File: src/rtl/addsub_pipe.sv
// addsub_pipe: two-stage pipelined two's-complement adder/subtractor with accumulator,
// carry/overflow flags and valid/ready on both sides. Define ADDSUB_SAT_EN to saturate on overflow.
module addsub_pipe #(
    parameter int               WIDTH    = 8,
    parameter logic [WIDTH-1:0] ACC_INIT = '0
) (
    input  logic             CLK,
    input  logic             RESET,
    input  logic [WIDTH-1:0] I0,
    input  logic [WIDTH-1:0] I1,
    input  logic             SUB,
    input  logic             ACC,
    input  logic             CLR,
    input  logic             IN_VALID,
    output logic             IN_READY,
    output logic [WIDTH-1:0] O,
    output logic             COUT,
    output logic             OVF,
    output logic             OUT_VALID,
    input  logic             OUT_READY
);

    logic             rdy_q;

    logic             s1_valid_q, s1_valid_d;
    logic [WIDTH-1:0] s1_a_q, s1_b_q;
    logic             s1_cin_q, s1_acc_q, s1_clr_q;

    logic             s2_valid_q, s2_valid_d;
    logic [WIDTH-1:0] o_q, o_d;
    logic             cout_q, cout_d;
    logic             ovf_q, ovf_d;
    logic [WIDTH-1:0] acc_q;

    logic             s1_advance;
    logic             in_accept;
    logic [WIDTH-1:0] op_a;
    logic [WIDTH:0]   sum;
    logic             c_msb;

    assign s1_advance = s1_valid_q & (~s2_valid_q | OUT_READY);
    assign IN_READY   = rdy_q & (~s1_valid_q | s1_advance);
    assign in_accept  = IN_VALID & IN_READY;
    assign s1_valid_d = in_accept | (s1_valid_q & ~s1_advance);
    assign s2_valid_d = s1_advance | (s2_valid_q & ~OUT_READY);

    always_comb begin
        // NOTE: every output of this block gets a value on every path, so no latch is inferred.
        op_a   = s1_acc_q ? acc_q : s1_a_q;
        sum    = {1'b0, op_a} + {1'b0, s1_b_q} + (WIDTH+1)'(s1_cin_q);
        // Carry into the MSB recovered from the MSB sum bit and its two operand bits.
        c_msb  = sum[WIDTH-1] ^ op_a[WIDTH-1] ^ s1_b_q[WIDTH-1];
        cout_d = sum[WIDTH];
        ovf_d  = c_msb ^ sum[WIDTH];
        o_d    = sum[WIDTH-1:0];
`ifdef ADDSUB_SAT_EN
        // On overflow both effective operands share a sign, which is the sign of the true result.
        if (ovf_d) begin
            o_d = op_a[WIDTH-1] ? {1'b1, {(WIDTH-1){1'b0}}} : {1'b0, {(WIDTH-1){1'b1}}};
        end
`endif
    end

    // IN_READY is held low during reset and rises on the first clock after release.
    always_ff @(posedge CLK or posedge RESET) begin
        if (RESET) begin
            rdy_q <= 1'b0;
        end else begin
            // NOTE: non-blocking so every stage samples the pre-edge state of the stage before it.
            rdy_q <= 1'b1;
        end
    end

    always_ff @(posedge CLK or posedge RESET) begin
        if (RESET) begin
            s1_valid_q <= 1'b0;
            s1_a_q     <= '0;
            s1_b_q     <= '0;
            s1_cin_q   <= 1'b0;
            s1_acc_q   <= 1'b0;
            s1_clr_q   <= 1'b0;
        end else begin
            s1_valid_q <= s1_valid_d;
            if (in_accept) begin
                s1_a_q   <= I0;
                s1_b_q   <= SUB ? ~I1 : I1;
                s1_cin_q <= SUB;
                s1_acc_q <= ACC;
                s1_clr_q <= CLR;
            end
        end
    end

    always_ff @(posedge CLK or posedge RESET) begin
        if (RESET) begin
            s2_valid_q <= 1'b0;
            o_q        <= '0;
            cout_q     <= 1'b0;
            ovf_q      <= 1'b0;
            acc_q      <= ACC_INIT;
        end else begin
            s2_valid_q <= s2_valid_d;
            if (s1_advance) begin
                o_q    <= o_d;
                cout_q <= cout_d;
                ovf_q  <= ovf_d;
                acc_q  <= s1_clr_q ? ACC_INIT : o_d;
            end
        end
    end

    assign O         = o_q;
    assign COUT      = cout_q;
    assign OVF       = ovf_q;
    assign OUT_VALID = s2_valid_q;

endmodule

File: config.mk
export PLATFORM = sky130hd
export DESIGN_NAME = addsub_pipe
export DESIGN_NICKNAME = d
export VERILOG_FILES = /design/src/rtl/addsub_pipe.sv
export SDC_FILE = /design/constraint.sdc
export NUM_CORES = 1
export LEC_CHECK = 0
export CORE_ASPECT_RATIO = 1.4
export CORE_MARGIN = 2
export CORE_UTILIZATION = 53
export DETAILED_ROUTE_END_ITERATION = 10
export GPL_ROUTABILITY_DRIVEN = 1
export PLACE_DENSITY = 0.8
export SETUP_SLACK_MARGIN = 0.15
export SYNTH_ARGS = -nofsm -noshare
export SYNTH_HDL_FRONTEND = slang
export SYNTH_SLANG_ARGS = --single-unit
File: constraint.sdc
create_clock -name CLK -period 5.8 [get_ports CLK]
set_clock_uncertainty 0.15 [all_clocks]
set_input_delay 0.58 -clock CLK [delete_from_list [all_inputs] [get_ports CLK]]
set_output_delay 0.58 -clock CLK [all_outputs]
set_load 0.01 [all_outputs]
==> flow_summary.json <==
{
  "max_cap_viol_count": 0,
  "firstDrtPassIters": 4,
  "critical_path.max_stage_delay_ns": 0.60,
  "grt_use_total": 0.190,
  "synth_area_leaders": "dfrtp_1 (50%), mux2_2 (12%), o21ai_0 (4.5%)",
  "postCtsSetupBuffers": 0,
  "crit_type": "register to register",
  "dpl_worst_slack_ns": 2.90,
  "cts_resized": 0,
  "wl_per_cell_um": 14.9,
  "tns_ns": 0,
  "syn2layout_area_growth_pct": 23.2,
  "drive_gt1_frac": 0.165,
  "slowest_stage": "dfrtp_1",
  "core.rowCount": 26,
  "place.gp.congestion": 0.797,
  "syn_area_um2": 2000,
  "port_buffers": 34,
  "coreArea_um2": 3640,
  "final_nets": 243,
  "viasPerCell": 5.52,
  "fin_crit_sh": 0.510,
  "setup_viol": 0,
  "grt_pass1_vias": 1378,
  "syn_inst": 175,
  "die_w_um": 55.9,
  "antenna_left": 0,
  "clk_latency_ns": 0.29,
  "clock-sinks": 40,
  "dp_hpwl_mm": 2.87,
  "clkSlewWorstSetupHoldPaths_ns": 0.07,
  "drc": 0,
  "rsz0062_at_grt": "no",
  "h-tree-depth": 2,
  "grt_pass1_wl_mm": 6.41,
  "grt_max_degree": 41,
  "synth-seq-area-share": 0.501,
  "yosys_warnings": 0,
  "hold_class": "register to register",
  "peakVddDrop_mv": 0.259,
  "critPathLaunchType": "register",
  "setup_ws_ns": 2.84,
  "relSlewSlack": 0.381,
  "fill_cells": 292,
  "yosys_register_bits": 40,
  "cts_tree": "built",
  "avgSynthCellArea_um2": 11.4,
  "antenna_found_initial": 0,
  "worstSetupEndpointType": "register",
  "tightest_slew_ns": 0.927,
  "die_h_um": 76.7,
  "crit_fanout": 9,
  "hold_buffers": 0,
  "cts_inserted_buffers": 5,
  "initial_core_util": 0.548,
  "syn_nets": 207,
  "crit_arrival_ns": 2.98,
  "num_io_pins": 35,
  "num_vias": 1401,
  "holdWs_ns": 0.331,
  "yosysTopAreaCell": "dfrtp_1",
  "finalCriticalPeriod_ns": 2.96,
  "finish.instance_area_um2": 2460,
  "grt_overflow_total": 0,
  "hold_viol": 0,
  "required_ns": 5.82,
  "drt_iter0_markers": 36,
  "post_dp_cell_area_um2": 2370,
  "diodes": 0,
  "synth.top_cell.area_share": 0.501,
  "synth.distinct_cells": 34,
  "ctsLongestPathBuffers": 2,
  "cp_cell_sequence": "mux2_2 -> fa_1 -> inv_1 -> fa_1 -> nand2b_1 -> a21oi_1 -> o21a_1 -> nor2_1 -> xnor2_1 -> mux2_2",
  "slew_viol_final": 0,
  "timing.fmax_mhz": 338,
  "final_cells": 254,
  "routed_wl_mm": 3.80,
  "status": "finished clean",
  "die_area_um2": 4280,
  "leakage_nw": 1.09,
  "placed_cells": 246,
  "cts-root-buf": "clkbuf_8",
  "power.density_nw_per_um2": 428
}
[per-layer routing]
| metal | share of wire | up-vias | global-route usage | wire length (um) |
|---|---|---|---|---|
| met5 | 0 | - | 0 | 0 |
| met1 | 0.40 | 693 | 0.233 | 1530 |
| li1 | - | 669 | - | - |
| met2 | 0.55 | 34 | 0.335 | 2070 |
| met3 | 0.038 | 5 | 0.0422 | 143 |
| met4 | 0.013 | 0 | 0.0571 | 51 |
[sequential cells by signal, indices dropped and copies added, names as in the netlist]
| signal | count |
|---|---|
| s1_clr_q | 1 |
| s1_cin_q | 1 |
| OVF | 1 |
| O | 8 |
| COUT | 1 |
| s1_a_q | 8 |
| s1_valid_q | 1 |
| s1_acc_q | 1 |
| acc_q | 8 |
| rdy_q | 1 |
| s1_b_q | 8 |
| OUT_VALID | 1 |
[final cells by class]
| type | instances | area, um^2 | share of cell area |
|---|---|---|---|
| clock buffers | 8 | 90.1 | 0.0366 |
| inverters | 5 | 18.8 | 0.00762 |
| multi-input cells | 124 | 952 | 0.387 |
| flip-flops and latches | 40 | 1000 | 0.407 |
| well taps | 42 | 52.6 | 0.0213 |
| repair buffers | 35 | 348 | 0.141 |
[through the flow]
| step | total power [mW] | util |
|---|---|---|
| 2_1_floorplan | 0.710 | - |
| 6_report | 1.05 | 0.676 |
| 5_1_grt | 1.12 | 0.676 |
| 3_5_place_dp | 0.871 | 0.651 |
| 3_3_place_gp | 0.844 | 0.651 |
| 4_1_cts | 1.06 | 0.676 |
[power breakdown]
group / total (mW) / switching, mW / internal, mW
registers: 0.412 / 0.0507 / 0.361
clock network: 0.189 / 0.0915 / 0.0970
logic: 0.453 / 0.209 / 0.243
total: 1.05 / 0.352 / 0.702
[Yosys cell counts]
library cell and count:
mux2i_1 1, dfrtp_1 40, nand4_1 1, a21oi_1 3, clkbuf_1 2, nand2_1 23
o31ai_1 1, nand2b_1 7, xor2_2 1, xor2_1 2, xnor2_1 9, fa_1 2
or2_2 1, nor2_1 8, buf_1 1, ha_1 7, o2bb2ai_2 1, inv_1 5
and2_1 1, conb_1 1, mux2_2 22, a211oi_2 1, xor3_1 1, nand3b_1 1
a211oi_1 1, o22a_1 1, a211o_1 1, a22o_1 3, o21a_1 3, a21o_2 1
o31ai_2 1, o21ai_1 1, o21ai_0 18, buf_2 3
[worst paths after layout]
| kind | start | endpoint | slack [ns] | cells past startpoint |
|---|---|---|---|---|
| worst max-delay path | s1_acc_q | O[6] | 2.84 | 10 |
| worst min-delay path | O[2] | O[2] | 0.33 | 2 |
| worst max register to register | s1_acc_q | O[6] | 2.84 | 10 |
| worst min register to register | O[2] | O[2] | 0.33 | 2 |
| max in group asynchronous | RESET | s1_b_q[7] | 4.60 | 3 |
| min in group asynchronous | RESET | O[0] | 0.55 | 3 |
[logic make-up after synthesis]
logic type | count (synthesis) | share of synthesized area
AO/OA/AOI/OAI | 36 | 0.120
AND/OR/NAND/NOR | 42 | 0.0933
flip-flops | 40 | 0.501
multiplexers | 23 | 0.129
XOR/XNOR | 13 | 0.0683
other | 1 | 0.00188
adder cells (fa/ha/maj) | 9 | 0.0639
buffers and inverters | 11 | 0.0225
[critical path: cells and delay by family, from the launching register on]
kind	cells	cell delay, ns
buf+inv	1	0.10
simple gates	2	0.27
fa+ha+maj	2	0.62
mux	2	0.67
flops	1	0.60
xor+xnor	1	0.10
compound gates	2	0.32
[cell usage in the layout, fill, tap and decap left out, drive strengths merged, types with 2 or more instances in the layout]
cell type and instances:
a211oi 2, a21oi 3, a22o 3, clkbuf 8
clkdlybuf4s50 34, dfrtp 40, fa 2, ha 7
inv 5, mux2 22, nand2 23, nand2b 7
nor2 8, o21a 3, o21ai 19, o31ai 2
xnor2 9, xor2 3
Power figures use the tool's default switching activity.
